===== src/rtl/loac_pkg.sv =====
// Shared types and constants for the bit-serial subtractor.
package loac_pkg;

  // Default operand/result width.
  localparam int L = 8;

  typedef enum logic [1:0] {IDLE, RUN, DONE} sub_state_t;

  // Carry-out of a full adder: set when at least two inputs are set.
  function automatic logic majority(input logic a, input logic b, input logic c);
    return (a & b) | (a & c) | (b & c);
  endfunction

endpackage


===== src/rtl/full_adder_bit.sv =====
// One-bit full adder used as the per-cycle slice of the serial subtractor.
module full_adder_bit (
  input  logic a,
  input  logic b,
  input  logic cin,
  output logic s,
  output logic cout
);
  import loac_pkg::*;

  // Sum and carry for a single bit position.
  always_comb begin
    s    = a ^ b ^ cin;
    cout = majority(a, b, cin);
  end

endmodule


===== src/rtl/serial_subtractor.sv =====
// Bit-serial signed subtractor: S = A - B computed LSB first as A + ~B + 1,
// one bit per clock, with Z/N/P/V status flags registered on completion.
module serial_subtractor #(
  parameter int L = loac_pkg::L
) (
  input  logic         clock,
  input  logic         reset_n,
  input  logic         start,
  input  logic [L-1:0] A,
  input  logic [L-1:0] B,
  output logic         busy,
  output logic         done,
  output logic [L-1:0] S,
  output logic         Z,
  output logic         N,
  output logic         P,
  output logic         V
);
  import loac_pkg::*;

  localparam int CNT_W = $clog2(L);

  sub_state_t         state_q, state_d;
  logic [CNT_W-1:0]   cnt_q, cnt_d;
  logic [L-1:0]       a_sh_q, a_sh_d;
  logic [L-1:0]       b_sh_q, b_sh_d;
  logic [L-1:0]       r_sh_q, r_sh_d;
  logic               carry_q, carry_d;
  logic               a_sign_q, a_sign_d;
  logic               b_sign_q, b_sign_d;
  logic [L-1:0]       s_q, s_d;
  logic               z_q, z_d;
  logic               n_q, n_d;
  logic               p_q, p_d;
  logic               v_q, v_d;

  logic               fa_s;
  logic               fa_cout;
  logic [L-1:0]       s_res;

  full_adder_bit u_fa (
    .a    (a_sh_q[0]),
    .b    (b_sh_q[0]),
    .cin  (carry_q),
    .s    (fa_s),
    .cout (fa_cout)
  );

  // Next-state, shift datapath and result capture.
  always_comb begin
    state_d  = state_q;
    cnt_d    = cnt_q;
    a_sh_d   = a_sh_q;
    b_sh_d   = b_sh_q;
    r_sh_d   = r_sh_q;
    carry_d  = carry_q;
    a_sign_d = a_sign_q;
    b_sign_d = b_sign_q;
    s_d      = s_q;
    z_d      = z_q;
    n_d      = n_q;
    p_d      = p_q;
    v_d      = v_q;
    // Result word including the bit being produced this cycle.
    s_res    = {fa_s, r_sh_q[L-1:1]};

    unique case (state_q)
      IDLE: begin
        if (start) begin
          a_sh_d   = A;
          b_sh_d   = ~B;
          carry_d  = 1'b1;         // the +1 of the two's complement negation
          cnt_d    = '0;
          a_sign_d = A[L-1];
          b_sign_d = B[L-1];       // kept apart: the shifters lose the sign bits
          state_d  = RUN;
        end
      end
      RUN: begin
        a_sh_d  = {1'b0, a_sh_q[L-1:1]};
        b_sh_d  = {1'b0, b_sh_q[L-1:1]};
        r_sh_d  = s_res;
        carry_d = fa_cout;         // final carry (inverted borrow) is dropped
        cnt_d   = cnt_q + CNT_W'(1);
        if (cnt_q == CNT_W'(L - 1)) begin
          state_d = DONE;
          s_d     = s_res;
          z_d     = (s_res == '0);
          n_d     = s_res[L-1];
          p_d     = ~s_res[0];
          v_d     = (a_sign_q != b_sign_q) && (s_res[L-1] != a_sign_q);
        end
      end
      DONE: begin
        state_d = IDLE;
      end
      default: begin
        state_d = IDLE;
      end
    endcase
  end

  // State and datapath registers; reset aborts any operation in flight.
  always_ff @(posedge clock) begin
    if (!reset_n) begin
      state_q  <= IDLE;
      cnt_q    <= '0;
      a_sh_q   <= '0;
      b_sh_q   <= '0;
      r_sh_q   <= '0;
      carry_q  <= 1'b0;
      a_sign_q <= 1'b0;
      b_sign_q <= 1'b0;
      s_q      <= '0;
      z_q      <= 1'b0;
      n_q      <= 1'b0;
      p_q      <= 1'b0;
      v_q      <= 1'b0;
    end else begin
      state_q  <= state_d;
      cnt_q    <= cnt_d;
      a_sh_q   <= a_sh_d;
      b_sh_q   <= b_sh_d;
      r_sh_q   <= r_sh_d;
      carry_q  <= carry_d;
      a_sign_q <= a_sign_d;
      b_sign_q <= b_sign_d;
      s_q      <= s_d;
      z_q      <= z_d;
      n_q      <= n_d;
      p_q      <= p_d;
      v_q      <= v_d;
    end
  end

  assign busy = (state_q != IDLE);
  assign done = (state_q == DONE);
  assign S    = s_q;
  assign Z    = z_q;
  assign N    = n_q;
  assign P    = p_q;
  assign V    = v_q;

endmodule


===== config.mk =====
export PLATFORM = sky130hd
export DESIGN_NAME = serial_subtractor
export DESIGN_NICKNAME = d
export VERILOG_FILES = /design/src/rtl/loac_pkg.sv /design/src/rtl/full_adder_bit.sv /design/src/rtl/serial_subtractor.sv
export SDC_FILE = /design/constraint.sdc
export NUM_CORES = 1
export LEC_CHECK = 0
export ABC_AREA = 1
export ABC_CLOCK_PERIOD_IN_PS = 2000
export BUFFER_PORTS_ARGS = -buffer_cell sky130_fd_sc_hd__buf_2
export CORE_MARGIN = 1
export CORE_UTILIZATION = 30
export CTS_BUF_LIST = sky130_fd_sc_hd__clkbuf_16
export CTS_CLUSTER_DIAMETER = 200
export DETAILED_ROUTE_END_ITERATION = 8
export PLACE_DENSITY_LB_ADDON = 0.05
export SETUP_SLACK_MARGIN = 0.5
export SKIP_CTS_REPAIR_TIMING = 1
export SYNTH_ARGS = -nofsm -noshare
export SYNTH_HDL_FRONTEND = slang
export SYNTH_SLANG_ARGS = --single-unit

===== constraint.sdc =====
create_clock -name clock -period 2 [get_ports clock]
set_clock_uncertainty 0.15 [all_clocks]
set_input_delay 0.4 -clock clock [delete_from_list [all_inputs] [get_ports clock]]
set_output_delay 0.4 -clock clock [all_outputs]
set_load 0.03 [all_outputs]

Yosys cells after proc, flatten, opt, wreduce, memory -nomap -nowiden
Index checks and enable logic that the tools add are counted.
{ "word_totals": {"register_bits": 44, "output_inout_bits": 14} }
{ "classes": {"mux": 11, "add_sub_neg": 1, "n_bitwise": 9, "n_reduce_logical": 9, "eq_ne": 7} }
{ "ops": {"columns": ["operator", "n"], "rows": [
  ["$pmux W8 S2", 2],
  ["$mux W8", 2],
  ["$logic_not A8 Y1", 1],
  ["$not A8 Y8", 1],
  ["$reduce_and A2 Y1", 4],
  ["$pmux W3 S2", 1],
  ["$mux W2", 2],
  ["$ne A2 B2 Y1 const B", 2],
  ["$pmux W2 S2", 1],
  ["$reduce_bool A2 Y1", 2],
  ["$add A3 B1 Y3 const B", 1],
  ["$and A1 B1 Y1", 3],
  ["$eq A3 B3 Y1 const B", 1],
  ["$mux W3", 1],
  ["$eq A2 B1 Y1 const B", 1],
  ["$eq A2 B2 Y1 const B", 1],
  ["$logic_not A2 Y1", 1],
  ["$ne A1 B1 Y1", 2],
  ["$or A1 B1 Y1", 2],
  ["$pmux W1 S2", 1],
  ["$xor A1 B1 Y1", 2],
  ["$logic_and A1 B1 Y1", 1],
  ["$mux W1", 1],
  ["$not A1 Y1", 1]
]} }

Longest topological paths before layout
{ "depth": {"ltp_word": 4, "ltp_mapped": 7, "depth_no_buf": 7} }

Cells and area by module
From an unflattened synthesis, not the netlist that was laid out.
{ "hier_totals": {"cells_unflattened": 284, "area_unflattened_um2": 1861.8} }
{ "modules_own_cells": {"columns": ["mod", "cells_each", "area_per_inst_um2", "n_inst", "seq_area_each_um2"], "rows": [
  ["serial_subtractor", 283, 1841.8, 1, 840.8],
  ["full_adder_bit", 1, 20.0, 1, 0.0]
]} }

Worst setup path before layout
OpenSTA, ideal clock, no wires.
{ "synth_timing": {"kind": "register to register", "startpoint": "reg carry_q", "endpoint": "reg v_q (netlist: V)", "t_arrival_ps": 1162, "setup_slack_ps": 579, "path_stages_with_launch": 7, "cell_sequence": "dfxtp_1 fa_1 inv_1 nand3_1 nand3_1 nand2_1 inv_1"} }
{ "synth_between": {"elab_chain_len": 3} }
{ "synth_rtl": {"columns": ["item", "line_no", "text"], "rows": [
  ["start, declared", "serial_subtractor.sv:28", "logic carry_q, carry_d;"],
  ["start signal, assigned", "serial_subtractor.sv:125", "carry_q <= carry_d;"],
  ["$xor A1 B1 Y1", "full_adder_bit.sv:13", "s = a ^ b ^ cin;"],
  ["via fa_s", "serial_subtractor.sv:37", "logic fa_s;"],
  ["$ne A1 B1 Y1", "serial_subtractor.sv:91", "v_d = (a_sign_q != b_sign_q) && (s_res[L-1] != a_sign_q);"],
  ["$logic_and A1 B1 Y1", "serial_subtractor.sv:91", null],
  ["end signal, assigned", "serial_subtractor.sv:132", "v_q <= v_d;"],
  ["end, declared", "serial_subtractor.sv:35", "logic v_q, v_d;"]
]} }
The timed path passes the listed nets, and every way through them passes these cells.
A chain may end at the register's enable or synchronous reset.

Final worst setup path
{ "layout_timing": {"startpoint": "reg state_q[1]", "endpoint": "out done"} }
{ "layout_between": {"elab_chain_len": 1} }
{ "layout_rtl": {"columns": ["item", "line_no", "text"], "rows": [
  ["start, declared", "serial_subtractor.sv:23", "sub_state_t state_q, state_d;"],
  ["start signal, assigned", "serial_subtractor.sv:120", "state_q <= state_d;"],
  ["$eq A2 B2 Y1", "serial_subtractor.sv:137", "assign done = (state_q == DONE);"],
  ["end, declared", "serial_subtractor.sv:12", "output logic done,"]
]} }
Every way passes these cells.

==> key figures <==
Timing
  • RSZ-0062 raised after global routing: true
  • Max Clk Rate: 0.647 GHz
  • TNS Setup: 0 ns
  • Post-layout minimum cycle time: 1.55 ns
  • Worst-margin pin slew: 0.301 ns
  • Relative slew slack: 80.0%
  • Fin. max-slew vios: 0
  • Final Setup Violations: 0
  • Period Utilization, post-route: 77.3%
  • Final hold vios: 0

Yosys
  • Count of different cell masters after synthesis: 18
  • Mapped Cells: 282
  • Syn Nets: 304
  • Most common cell in the netlist: nand2_1
  • Avg Inst Size Synth: 6.57 um2
  • Synth warn: 0
  • Post-synth top area cell: dfxtp_1
  • #FFs+latches synth: 42
  • Fraction of registers with async set/reset: 0%
  • Share of the synthesized area in the top cell type: 45.4%
  • Post-synth top cells: nand2_1 (101), nor2_1 (45), dfxtp_1 (42), inv_1 (35), a21oi_1 (21)
  • Register area share after synthesis: 45.4%
  • Synth Cell Area: 1850 um2
  • Top cells by area, synth: dfxtp_1 (45%), nand2_1 (20%), nor2_1 (9.1%)
  • Number of enable flip-flop cells after synthesis: 0
  • Post-synth top flop: dfxtp_1

Hold path
  • Hold/Removal Path Class: in2reg
  • Hold path cells: 5

Clocking
  • Worst-skew pair later-pin latency: 0.28 ns
  • Max Buffers Root-to-Sink: 2
  • Reg clk slew, reported paths: 0.06 ns
  • Sink Count: 42
  • Root Driver: clkbuf_16
  • CTS Buf Count: 5
  • Htree depth: 2
  • TritonCTS clock tree: yes

Detailed routing
  • Routed len/inst: 10.6 um
  • Vias: 1654
  • Top Layer Used: met4
  • WL met2: 1.83 mm
  • First-pass DRT Iterations: 4
  • Drt via density: 4.22
  • DR DRC count: 0
  • 1st-iter DRT viols: 73
  • Routed Antenna Nets: 0
  • Met3 Routed Length: 131 um
  • Metal-1 WL: 2.14 mm
  • Final WL: 4.17 mm

Worst setup path
  • Startpoint Class: flop
  • CP required: 1.45 ns
  • Crit Path Max Fanout: 4
  • Critical-path top delay cell: dfxtp_4
  • Path depth of the worst reg2reg path: 6
  • Cell count along the critical path: 3
  • Crit-path max cell delay: 0.38 ns
  • CP Capture Type: output pin
  • Critical path cell sequence: inv_2 > nor2_2 > buf_6
  • Critical Path AT: 1.00 ns
  • Path type of the worst setup path: reg2out
  • CP bufs+invs: 2
  • Cell family with most CP delay: flip-flops

Floorplan
  • Height of the die: 80.6 um
  • IO Count: 33
  • Die width: 80.6 um
  • Core ar.: 5920 um2
  • Die area: 6490 um2
  • Placement Rows: 28
  • Initial Util: 31.3%

Cells and area
  • Number of fillers in the final layout: 657
  • Area growth syn-to-layout: 25.4%
  • Register area: 852 um2
  • Antenna cells: 0
  • Layout Cells excl Fill: 392
  • Nets: 338
  • Area taken by multi-input logic gates: 848 um2
  • Layout cell share with drive strength beyond 1: 20.2%

Global route
  • First-pass GRT wire length: 7.03 mm
  • Initial antenna violation count: 0
  • Number of global-route vias before repair: 1533
  • GRT Total Usage: 14.4%
  • GR Overflow Total: 0
  • Largest net degree at the start of global routing: 28

Power
  • Worst vdd ir: 0.361 mV
  • Leakage: 1.14 nW
  • PwrDens: 842 nW/um2

Placement
  • Cell count after placement: 383
  • Placer congestion estimate: 0.690
  • IO buf count: 32
  • Detail Placement HPWL: 2.77 mm

Job
  • Max-cap violations: 0

Status
  • Status: complete, no violations
## area by class of cell
cell class                 instances  share of cell area [%]
sequential                        42                    36.7
multi-input combinational        190                    36.5
timing repair buffer              39                    10.4
inverter                          37                    6.09
clock buffer                       5                    5.39
tap                               75                    4.04
clock inverter                     3                   0.539
timing repair inverter             1                   0.323
## layout by cell type (no fill, tap or decap), types with 2 or more instances in the layout
master | netlist | routed
nand3_1 | 6 | 4
a21oi_1 | 21 | 21
nor2_1 | 45 | 43
o21ai_1 | 2 | 2
dfxtp_1 | 42 | 37
buf_2 | 9 | 30
inv_1 | 35 | 34
buf_6 | 0 | 3
dfxtp_4 | 0 | 2
buf_4 | 1 | 5
inv_2 | 2 | 3
nand2_1 | 101 | 100
nor2_4 | 0 | 2
dfxtp_2 | 0 | 3
o21ai_0 | 8 | 8
clkbuf_16 | 0 | 5
nand3b_1 | 2 | 2
## report_power, final
part,internal [mW],switching [mW]
Clock,0.452,0.325
Combinational,0.103,0.153
Sequential,0.887,0.0359
Total,1.44,0.514
## registers in the layout (all words and copies together), names as in the netlist, 2 cells and up
register / count
S: 8
a_sh_q: 8
b_sh_q: 8
r_sh_q: 7
cnt_q: 3
state_q: 2
## layer usage
layer  up-vias  global-route usage, %
met5         -                      0
met4         0                   6.43
met3         6                   3.41
met2        27                   23.6
met1       705                   17.8
li1        916                      -
## tightest hold or removal path, delay by kind of cell
kind,cells,cell delay (ns)
buf+inv,1,0.07
simple gates,4,0.18
## final timing paths
kind / startpoint / endpoint / slack [ns]
worst max-delay path: state_q[1] / done / 0.45
worst min-delay path: A[5] / a_sh_q[5] / 0.27
worst max register to register: a_sh_q[0] / V / 0.48
worst min register to register: P / P / 0.31
## cells by family after synthesis
family | synth area share [%]
simple gates | 32.4
buf+inv | 10.9
flops | 45.4
compound gates | 8.85
fa+ha+maj | 2.43
## metrics by stage
| stage | setup WS (ns) | instance area (um2) | power (mW) | hold slack [ns] | utilization (%) |
|---|---|---|---|---|---|
| after global routing | 0.405 | 2320 | 2.08 | 0.305 | 39.2 |
| after CTS | 0.280 | 2240 | 1.98 | 0.263 | 37.9 |
| after floorplan | 0.579 | 1850 | 1.11 | 0.290 | - |
| after detailed placement | 0.300 | 2110 | 1.19 | 0.303 | 35.6 |
| after global placement | 0.287 | 2110 | 1.19 | 0.301 | 35.6 |
| final | 0.454 | 2320 | 1.96 | 0.269 | 39.2 |
No activity file was read; power rests on OpenSTA's default activity.
